$ cat config.mk
export PLATFORM = sky130hd
export DESIGN_NAME = uart_rx_fifo
export DESIGN_NICKNAME = d
export VERILOG_FILES = /design/src/rtl/uart_rx_fifo.sv
export SDC_FILE = /design/constraint.sdc
export NUM_CORES = 1
export LEC_CHECK = 0
export CAP_MARGIN = 0
export CORE_MARGIN = 3
export CORE_UTILIZATION = 52
export DETAILED_ROUTE_END_ITERATION = 6
export PLACE_DENSITY = 0.67
export SETUP_SLACK_MARGIN = 0.15
export SLEW_MARGIN = 20
export SYNTH_ARGS = -nofsm -noshare
export SYNTH_HDL_FRONTEND = slang
export SYNTH_SLANG_ARGS = --single-unit
$ cat constraint.sdc
create_clock -name i_clk -period 3.5 [get_ports i_clk]
set_clock_uncertainty 0.2 [all_clocks]
set_input_delay 0.7 -clock i_clk [delete_from_list [all_inputs] [get_ports i_clk]]
set_output_delay 0.7 -clock i_clk [all_outputs]
set_load 0.02 [all_outputs]
$ cat src/rtl/uart_rx_fifo.sv
// UART receive byte FIFO: syncs the receiver ready level, pushes on its
// rising edge, FWFT read port, sticky overflow flag.
// Ports: i_clk/i_rst, i_rx_data/i_rx_ready in, i_rd/i_clr_ovf in,
//        o_data/o_valid/o_full/o_count/o_overflow out.
module uart_rx_fifo #(
  parameter int DEPTH       = 16,
  parameter int AW          = 4,
  parameter int SYNC_STAGES = 2
) (
  input  logic          i_clk,
  input  logic          i_rst,
  input  logic [7:0]    i_rx_data,
  input  logic          i_rx_ready,
  input  logic          i_rd,
  input  logic          i_clr_ovf,
  output logic [7:0]    o_data,
  output logic          o_valid,
  output logic          o_full,
  output logic [AW:0]   o_count,
  output logic          o_overflow
);

  localparam logic [AW:0] FULL_CNT = (AW+1)'(DEPTH);
  localparam logic [AW:0] ONE      = (AW+1)'(1);

  logic [SYNC_STAGES-1:0] sync_q;
  logic                   ready_s;
  logic                   ready_d;
  logic                   push_evt;
  logic                   push_ok;
  logic                   pop;
  logic                   drop;
  logic [7:0]             mem [DEPTH];
  logic [AW-1:0]          wr_ptr;
  logic [AW-1:0]          rd_ptr;
  logic [AW:0]            count;

  assign ready_s  = sync_q[SYNC_STAGES-1];
  assign push_evt = ready_s & ~ready_d;

  assign o_count = count;
  assign o_valid = (count != '0);
  assign o_full  = (count == FULL_CNT);
  assign o_data  = o_valid ? mem[rd_ptr] : 8'h00;

  assign pop = i_rd & o_valid;

  // A pop frees the slot this cycle, so a push into a full FIFO proceeds.
  assign push_ok = push_evt & (~o_full | pop);
  assign drop    = push_evt & o_full & ~pop;

  // Flops reset to 1 so a receiver idling with ready high at reset
  // release does not look like a fresh edge.
  always_ff @(posedge i_clk or negedge i_rst) begin
    if (!i_rst) begin
      sync_q  <= '1;
      ready_d <= 1'b1;
    end else begin
      sync_q  <= {sync_q[SYNC_STAGES-2:0], i_rx_ready};
      ready_d <= ready_s;
    end
  end

  // Data is taken unsynchronized; the receiver holds it for a full baud.
  always_ff @(posedge i_clk) begin
    if (push_ok) begin
      mem[wr_ptr] <= i_rx_data;
    end
  end

  always_ff @(posedge i_clk or negedge i_rst) begin
    if (!i_rst) begin
      wr_ptr <= '0;
      rd_ptr <= '0;
      count  <= '0;
    end else begin
      if (push_ok) begin
        wr_ptr <= wr_ptr + 1'b1;
      end
      if (pop) begin
        rd_ptr <= rd_ptr + 1'b1;
      end
      unique case ({push_ok, pop})
        2'b10:   count <= count + ONE;
        2'b01:   count <= count - ONE;
        default: count <= count;
      endcase
    end
  end

  // Set wins over clear.
  always_ff @(posedge i_clk or negedge i_rst) begin
    if (!i_rst) begin
      o_overflow <= 1'b0;
    end else if (drop) begin
      o_overflow <= 1'b1;
    end else if (i_clr_ovf) begin
      o_overflow <= 1'b0;
    end
  end

endmodule

==> impl_metrics.json, run 1 <==
{
  "worstPathRequired_ns": 2.60,
  "yosysSeqAreaShare_pct": 72.8,
  "arrival_ns": 2.33,
  "ys_ff_latch": 145,
  "combPwrFrac_pct": 31.5,
  "ys_warn_count": 0,
  "areaGrowthSynthToFinish_pct": 20.0,
  "drtPass1Iterations": 4,
  "whs_ns": 0.158,
  "critPathKind": "reg -> out",
  "endpoint_kind": "primary output",
  "drive_gt1_share_pct": 26.3,
  "grt_pass1_wl_um": 17700,
  "synth_top_family_by_area": "multiplexers",
  "synth_fa_ha_area_share_pct": 1.49,
  "seq_power_share_pct": 38.3,
  "viasPerCell": 5.80,
  "stdcell_count": 505,
  "grt_max_degree": 24,
  "syn_inst": 297,
  "grt_pass1_vias": 3120,
  "max_freq_mhz": 309,
  "slowest_stage": "dfrtp_4",
  "clk_latency_ns": 0.41,
  "place_inst": 470,
  "finalCriticalPeriod_ns": 3.23,
  "critPathLaunchType": "flop",
  "ant_nets": 0,
  "drv_slew": 0,
  "synthXorXnorAreaFrac_pct": 1.34,
  "syn_avg_cell_area_um2": 19.8,
  "ir_worst_vdd_mv": 0.575,
  "cellPowerDensity_nw_per_um2": 821,
  "ys_types": 42,
  "clkPwrFrac_pct": 30.2,
  "die_area_um2": 12600,
  "cts_root_buffer": "clkbuf_16",
  "dr.first_iter.drc_count": 236,
  "cts_max_path_buffers": 2,
  "place_hpwl_um": 7360,
  "clock_sinks": 145,
  "syn_area_um2": 5870,
  "fp.dieW_um": 112,
  "finish.utilization_pct": 64.4,
  "htreeDepth": 4,
  "cpPeakStageDelay_ns": 0.51,
  "intPower_mw": 4.07,
  "antenna_found_initial": 0,
  "cts_tree": "yes",
  "status": "complete, no violations",
  "wl_per_cell_um": 22.2,
  "post-route-period-util_pct": 92.3,
  "synthSimpleGateAreaFrac_pct": 4.03,
  "crit_fanout": 11,
  "drt_wl_total_um": 11200,
  "core_area_um2": 10900,
  "p_leak_nw": 2.44,
  "rsz0062_at_grt": "no",
  "holdBufCountCts": 0,
  "numCtsBuffers": 17,
  "finalSetupViolCount": 0,
  "vias": 2930,
  "power_switching_mw": 1.71,
  "hp-class": "reg -> reg",
  "ioPinCount": 29,
  "gp_congestion": 0.784,
  "die_h_um": 112,
  "path_cells": "buf_12, mux4_2, mux2i_1, o22ai_1, dlygate4sd2_1",
  "clk_transition_reported_paths_ns": 0.06,
  "worst_pin_slew_ns": 0.783,
  "swShare_pct": 29.7,
  "num_rows": 38,
  "diodes": 0,
  "relSlewSlack_pct": 47.6,
  "initial_core_util_pct": 53.7,
  "tns_ns": 0,
  "hold_violations": 0,
  "io_buffers": 28,
  "synth-compound-area-share_pct": 3.07,
  "maxCapViolCount": 0,
  "synthMuxAreaShare_pct": 15.6,
  "grt_usage_pct": 19.1,
  "drc": 0,
  "syn-num-nets": 317,
  "nets": 373,
  "gr-total-overflow": 0
}
layout make-up:
| type | instances | area, µm² |
|---|---|---|
| sequential | 145 | 4280 |
| fill | 754 | 3890 |
| multi-input combinational | 130 | 1510 |
| timing repair buffer | 50 | 477 |
| clock buffer | 18 | 429 |
| tap | 140 | 175 |
| clock inverter | 13 | 145 |
| inverter | 9 | 33.8 |
critical path: cells and delay by family (launching register included):
| family | cells | cell delay (ns) |
|---|---|---|
| muxes | 2 | 0.72 |
| DFF | 1 | 0.51 |
| AOI/OAI and AO/OA | 1 | 0.14 |
| buffers and inverters | 2 | 0.54 |
logic make-up after synthesis:
logic type,after synthesis
mux,51
simple gates,39
flops,145
fa+ha+maj,7
buf+inv,22
xor+xnor,9
compound gates,24
placed cells by master (no fill, tap or decap), types with 4 or more instances in the layout:
cell             synthesis  routed
and2_1                  12      12
ha_1                     7       7
inv_1                    9       9
dlygate4sd2_1            0       7
mux4_2                  32      32
clkinv_2                 0       4
nand2_1                  5       5
clkdlybuf4s50_1          0      20
edfxtp_1               128     128
nor2_1                   6       6
mux2i_1                 17      16
buf_4                    0      19
xnor2_1                  6       6
o22ai_1                  8       8
clkbuf_16                0      17
dfrtp_1                 14      13
worst paths after layout:
path                                  from          to  slack (ns)  depth (start not counted)
max in group asynchronous            i_rst   rd_ptr[0]        1.98                          1
min in group asynchronous            i_rst   wr_ptr[2]        0.55                          1
worst max register to register  o_count[1]  o_count[4]        0.62                          9
worst min-delay path             sync_q[0]   sync_q[1]        0.16                          0
worst max-delay path             rd_ptr[0]   o_data[4]        0.27                          5
worst min register to register   sync_q[0]   sync_q[1]        0.16                          0
power groups by stage:
stage | Combinational, mW | Sequential (mW) | Clock [mW]
finish | 1.82 | 2.21 | 1.75
global route | 1.97 | 2.24 | 1.85
CTS | 1.84 | 2.22 | 1.77
detailed placement | 1.84 | 2.27 | 0
global placement | 1.82 | 2.26 | 0
floorplan | 1.23 | 2.19 | 0
state kept, by name (all words and copies together) (netlist names):
signal / flops
mem: 128
o_count: 5
o_overflow: 1
rd_ptr: 4
ready_d: 1
sync_q: 2
wr_ptr: 4
stage by stage:
stage	cell area, µm²	power (mW)	worst slack (ns)
floorplan	5870	3.42	0.577
global placement	6440	4.08	0.284
detailed placement	6440	4.10	0.207
CTS	7030	5.83	0.0491
global route	7040	6.06	0.190
finish	7040	5.78	0.268
timing repair:
action | in CTS | in global routing
endpoints found under the setup margin | 8 | 2
cloned | 0 | 0
gates resized for setup | 8 | 3
buffers inserted | 4 | 0
Yosys cell counts:
library cell,count,area (µm²)
or3_1,1,6.26
buf_1,2,7.51
xnor2_1,6,52.6
mux2i_1,17,170
a21o_2,1,8.76
o22ai_1,8,50.1
and2_1,12,75.1
nor4_4,1,21.3
nor3b_1,1,7.51
mux2_4,1,15.0
a21oi_1,1,5.00
dfrtp_1,14,350
inv_1,9,33.8
and2_2,1,7.51
edfxtp_1,128,3840
buf_2,5,25.0
a32o_1,1,10.0
o21a_1,1,7.51
dfstp_2,3,78.8
a31oi_2,1,12.5
o31a_2,1,10.0
clkbuf_1,5,18.8
nand4_1,3,18.8
nor2_1,6,22.5
ha_1,7,87.6
nand2_1,5,18.8
a32oi_1,2,17.5
o21ai_0,2,10.0
mux2_2,1,11.3
nand3_1,3,15.0
a31o_2,1,8.76
nor2b_1,1,6.26
a211oi_1,1,7.51
a211oi_2,1,12.5
a31oi_1,2,12.5
xor2_1,3,26.3
or4_1,1,7.51
nand2b_1,2,12.5
and3b_1,2,17.5
mux4_2,32,721
o211ai_1,1,7.51
buf_6,1,11.3
metal layers:
metal / up-vias / share of wire [%] / track usage, %
li1: 1314 / - / -
met4: 0 / 1.2 / 7.21
met1: 1510 / 43 / 26.2
met2: 96 / 51 / 30.5
met3: 10 / 4.9 / 4.20
met5: - / 0 / 0
(Power assumes the default switching activity.)
==> run 2: changes to the inputs <==
--- a/config.mk
+++ b/config.mk
@@ -11,6 +11,7 @@
 export DETAILED_ROUTE_END_ITERATION = 6
 export PLACE_DENSITY = 0.67
 export SETUP_SLACK_MARGIN = 0.15
+export SKIP_CTS_REPAIR_TIMING = 1
 export SLEW_MARGIN = 20
 export SYNTH_ARGS = -nofsm -noshare
 export SYNTH_HDL_FRONTEND = slang
==> run 2 against run 1 <==
First-iteration DRC count grew 12%. Register-to-register slack about the same. Worst hold slack barely moved. Highest routed layer unchanged. Routed wire length is 0.66% higher. Non-clock buffer count rose by 1. Sequential cell count stayed put.
==> impl_metrics.json, run 2 (synthesized netlist as in run 1, its figures left out) <==
{
  "num_rows": 38,
  "design_area_um2": 7070,
  "worst_slack_ns": 0.147,
  "whs_ns": 0.158,
  "gr-total-overflow": 0,
  "htreeDepth": 4,
  "io_buffers": 28,
  "worst_hold_path.endpoint": "sync_q[1]",
  "final_common_cell": "edfxtp_1",
  "numCtsBuffers": 17,
  "dp_slack_ns": 0.207,
  "ant_nets": 0,
  "stdcell_count": 506,
  "viasPerCell": 5.71,
  "drive_gt1_share_pct": 26.5,
  "layout_common_cells": "edfxtp_1 (128), mux4_2 (32), clkdlybuf4s50_1 (22), buf_4 (19)",
  "finalSetupViolCount": 0,
  "power_mw": 5.84,
  "regMostFlops": "mem",
  "max_freq_mhz": 298,
  "status": "complete, no violations",
  "ioPinCount": 29,
  "r2r-end": "o_count[4]",
  "r2r_start": "o_count[1]",
  "clk_latency_ns": 0.41,
  "relSlewSlack_pct": 46.8,
  "hold_violations": 0,
  "worst_pin_slew_ns": 0.795,
  "cts_tree": "yes",
  "cts_max_path_buffers": 2,
  "timing.reg2reg.setup_slack_ns": 0.61,
  "grt_usage_pct": 19.1,
  "drtPass1Iterations": 5,
  "cts_root_buffer": "clkbuf_16",
  "areaGrowthSynthToFinish_pct": 20.4,
  "p_leak_nw": 2.48,
  "initial_core_util_pct": 53.7,
  "place_area_um2": 6440,
  "ir_worst_vdd_mv": 0.462,
  "finalCriticalPeriod_ns": 3.35,
  "antenna_found_initial": 0,
  "grt_pass1_vias": 3093,
  "dr.first_iter.drc_count": 264,
  "hp-start": "sync_q[0]",
  "holdPathStages": 0,
  "critPathKind": "reg -> out",
  "crit_fanout": 11,
  "clk_transition_reported_paths_ns": 0.06,
  "cellPowerDensity_nw_per_um2": 826,
  "fp.dieW_um": 112,
  "hp-class": "reg -> reg",
  "gp_congestion": 0.784,
  "die_h_um": 112,
  "arrival_ns": 2.45,
  "worst_r2r_path_depth": 9,
  "largest_reg_flops": 128,
  "diodes": 0,
  "wl_per_cell_um": 22.3,
  "nets": 374,
  "drc": 0,
  "clock_sinks": 145,
  "vias": 2891,
  "drv_slew": 0,
  "finish.utilization_pct": 64.6,
  "worstPathRequired_ns": 2.60,
  "post-route-period-util_pct": 95.8,
  "grt_pass1_wl_um": 17600,
  "grt_max_degree": 24,
  "core_area_um2": 10900,
  "place_hpwl_um": 7360,
  "tns_ns": 0,
  "rsz0062_at_grt": "yes",
  "die_area_um2": 12600,
  "place_inst": 470,
  "maxCapViolCount": 0,
  "fillers": 755,
  "drt_wl_total_um": 11300,
  "critPathLaunchType": "flop",
  "endpoint_kind": "primary output"
}
[run 2: cell count changes in the layout (fill, tap and decap cells not counted)]
cell             previous run  this run
mux2i_2                     1         0
nand2_1                     5         4
nand2_2                     0         1
dlymetal6s2s_1              1         6
mux2i_1                    16        17
buf_2                       0         1
clkdlybuf4s50_1            20        22
dlygate4sd2_1               7         0
[run 2: critical path: stages, from the launching register on]
cell and delay (ns):
dfrtp_4 0.49, buf_12 0.18, mux4_2 0.51, mux2i_1 0.20
o22ai_1 0.10, clkdlybuf4s50_1 0.55
[run 2: layer usage]
layer	track usage, %	share of wire, %	up-vias
met3	4.20	4.7	7
met4	7.61	0.92	0
met1	26.3	42	1488
li1	-	-	1316
met5	0	0	-
met2	30.1	52	80
[run 2: how the worst max path moves through the flow]
stage,from,end,slack (ns),depth (start not counted)
detailed placement,i_rd,o_count[4],0.21,9
global route,rd_ptr[0],o_data[2],0.05,5
CTS,rd_ptr[0],o_data[3],-0.16,5
finish,rd_ptr[0],o_data[2],0.15,5
floorplan,o_count[1],o_count[4],0.58,9
global placement,i_rd,o_count[4],0.28,9
[run 2: area by class of cell]
cell class                 instances  area (µm²)  share of cell area [%]
clock buffer                      18         429                    6.07
tap                              140         175                    2.48
inverter                           9        33.8                   0.478
timing repair buffer              51         503                    7.12
sequential                       145        4280                    60.5
multi-input combinational        130        1510                    21.3
clock inverter                    13         145                    2.05
[run 2: report_power, final]
group          internal [mW]  total [mW]  switching, mW
sequential              2.05        2.21          0.165
combinational          0.962        1.87          0.912
clock                   1.10        1.75          0.649
total                   4.11        5.84           1.73
==> run 3: changes to the inputs <==
--- a/config.mk
+++ b/config.mk
@@ -6,7 +6,7 @@
 export NUM_CORES = 1
 export LEC_CHECK = 0
 export CAP_MARGIN = 0
-export CORE_MARGIN = 3
+export CORE_MARGIN = 8
 export CORE_UTILIZATION = 52
 export DETAILED_ROUTE_END_ITERATION = 6
 export PLACE_DENSITY = 0.67
==> run 3 against run 2 <==
Sequential power about the same. Final cell count unchanged. First-iteration DRC count is 0.38% higher. Register-to-register slack better by 0.04 ns. Highest routed layer unchanged.
==> impl_metrics.json, run 3 (synthesized netlist as in run 1, its figures left out) <==
{
  "cellPowerDensity_nw_per_um2": 832,
  "initial_core_util_pct": 52.3,
  "numCtsBuffers": 17,
  "post-route-period-util_pct": 88.5,
  "io_buffers": 28,
  "design_area_um2": 7090,
  "drtPass1Iterations": 4,
  "tns_ns": 0,
  "antenna_found_initial": 0,
  "ir_worst_vdd_mv": 0.453,
  "drt_wl_total_um": 11300,
  "vias": 2955,
  "clk_transition_reported_paths_ns": 0.06,
  "cts_tree": "yes",
  "grt_usage_pct": 16.5,
  "critPathLaunchType": "flop",
  "htreeDepth": 4,
  "grt_pass1_vias": 3142,
  "p_leak_nw": 2.50,
  "ioPinCount": 29,
  "relSlewSlack_pct": 45.4,
  "grt_max_degree": 25,
  "num_rows": 39,
  "wl_per_cell_um": 22.3,
  "drv_slew": 0,
  "clk_latency_ns": 0.41,
  "ant_nets": 0,
  "fillers": 778,
  "gp_congestion": 0.717,
  "regMostFlops": "mem",
  "cts_root_buffer": "clkbuf_16",
  "crit_fanout": 8,
  "nets": 370,
  "fp.dieW_um": 122,
  "hp-class": "reg -> reg",
  "place_area_um2": 6400,
  "final_common_cell": "edfxtp_1",
  "die_area_um2": 14900,
  "finalCriticalPeriod_ns": 3.10,
  "drc": 0,
  "drive_gt1_share_pct": 26.7,
  "finalSetupViolCount": 0,
  "power_mw": 5.90,
  "diodes": 0,
  "hold_violations": 0,
  "critPathKind": "reg -> out",
  "status": "complete, no violations",
  "core_area_um2": 11200,
  "die_h_um": 122,
  "worstPathRequired_ns": 2.60,
  "largest_reg_flops": 128,
  "dr.first_iter.drc_count": 265,
  "endpoint_kind": "primary output",
  "cts_max_path_buffers": 2,
  "max_freq_mhz": 323,
  "gr-total-overflow": 0,
  "worst_pin_slew_ns": 0.817,
  "maxCapViolCount": 0,
  "arrival_ns": 2.20,
  "layout_common_cells": "edfxtp_1 (128), mux4_2 (32), clkdlybuf4s50_1 (20)",
  "grt_pass1_wl_um": 17600,
  "clock_sinks": 145,
  "rsz0062_at_grt": "no",
  "areaGrowthSynthToFinish_pct": 20.7,
  "viasPerCell": 5.84,
  "place_hpwl_um": 7280
}
[run 3: changes by cell type in the layout (fill, tap and decap cells not counted), moves of 2 or more]
cell	delta
buf_12	-2
clkinvlp_4	+2
clkdlybuf4s50_1	-2
dlymetal6s2s_1	+2
clkinv_1	-2
buf_4	-2
[run 3: final timing paths]
path,end,depth (start not counted),slack [ns],start
min in group asynchronous,wr_ptr[1],1,0.56,i_rst
hold / removal,sync_q[1],0,0.16,sync_q[0]
setup reg to reg,o_count[4],9,0.65,o_count[1]
max in group asynchronous,rd_ptr[0],1,1.95,i_rst
setup / recovery,o_full,4,0.40,o_count[1]
hold reg to reg,sync_q[1],0,0.16,sync_q[0]
[run 3: worst max-delay path, stage by stage, from the launching register on]
cell and delay, ns:
dfrtp_1 0.49, nor4_4 0.33, buf_4 0.20, and2_2 0.16, clkdlybuf4s50_1 0.60
[run 3: through the flow]
| step | worst slack, ns | utilization (%) | cells | hold WS [ns] |
|---|---|---|---|---|
| after floorplan | 0.577 | - | 297 | 0.145 |
| after global placement | 0.231 | 57.0 | 471 | 0.147 |
| after detailed placement | 0.241 | 57.0 | 471 | 0.151 |
| after CTS | -0.160 | 62.5 | 503 | 0.162 |
| after global routing | 0.274 | 63.1 | 506 | 0.170 |
| final | 0.403 | 63.1 | 506 | 0.158 |
[run 3: layer usage]
metal / up-vias / GRT usage (%) / routed length [µm]
li1: 1308 / - / -
met1: 1530 / 21.0 / 4680
met3: 14 / 5.98 / 817
met2: 103 / 25.4 / 5600
met5: - / 0 / 0
met4: 0 / 6.70 / 170
[run 3: cell type report]
type	instances	area, µm²	share of cell area (%)
Multi-Input combinational cell	130	1510	21.2
Inverter	9	33.8	0.477
Clock inverter	15	191	2.70
Sequential cell	145	4280	60.3
Timing Repair Buffer	47	475	6.71
Clock buffer	17	425	6.00
Tap cell	143	179	2.52
[run 3: power by group]
group | switching (mW) | internal, mW | total, mW
Sequential | 0.148 | 2.05 | 2.20
Clock | 0.676 | 1.19 | 1.86
Combinational | 0.909 | 0.933 | 1.84
Total | 1.73 | 4.17 | 5.90
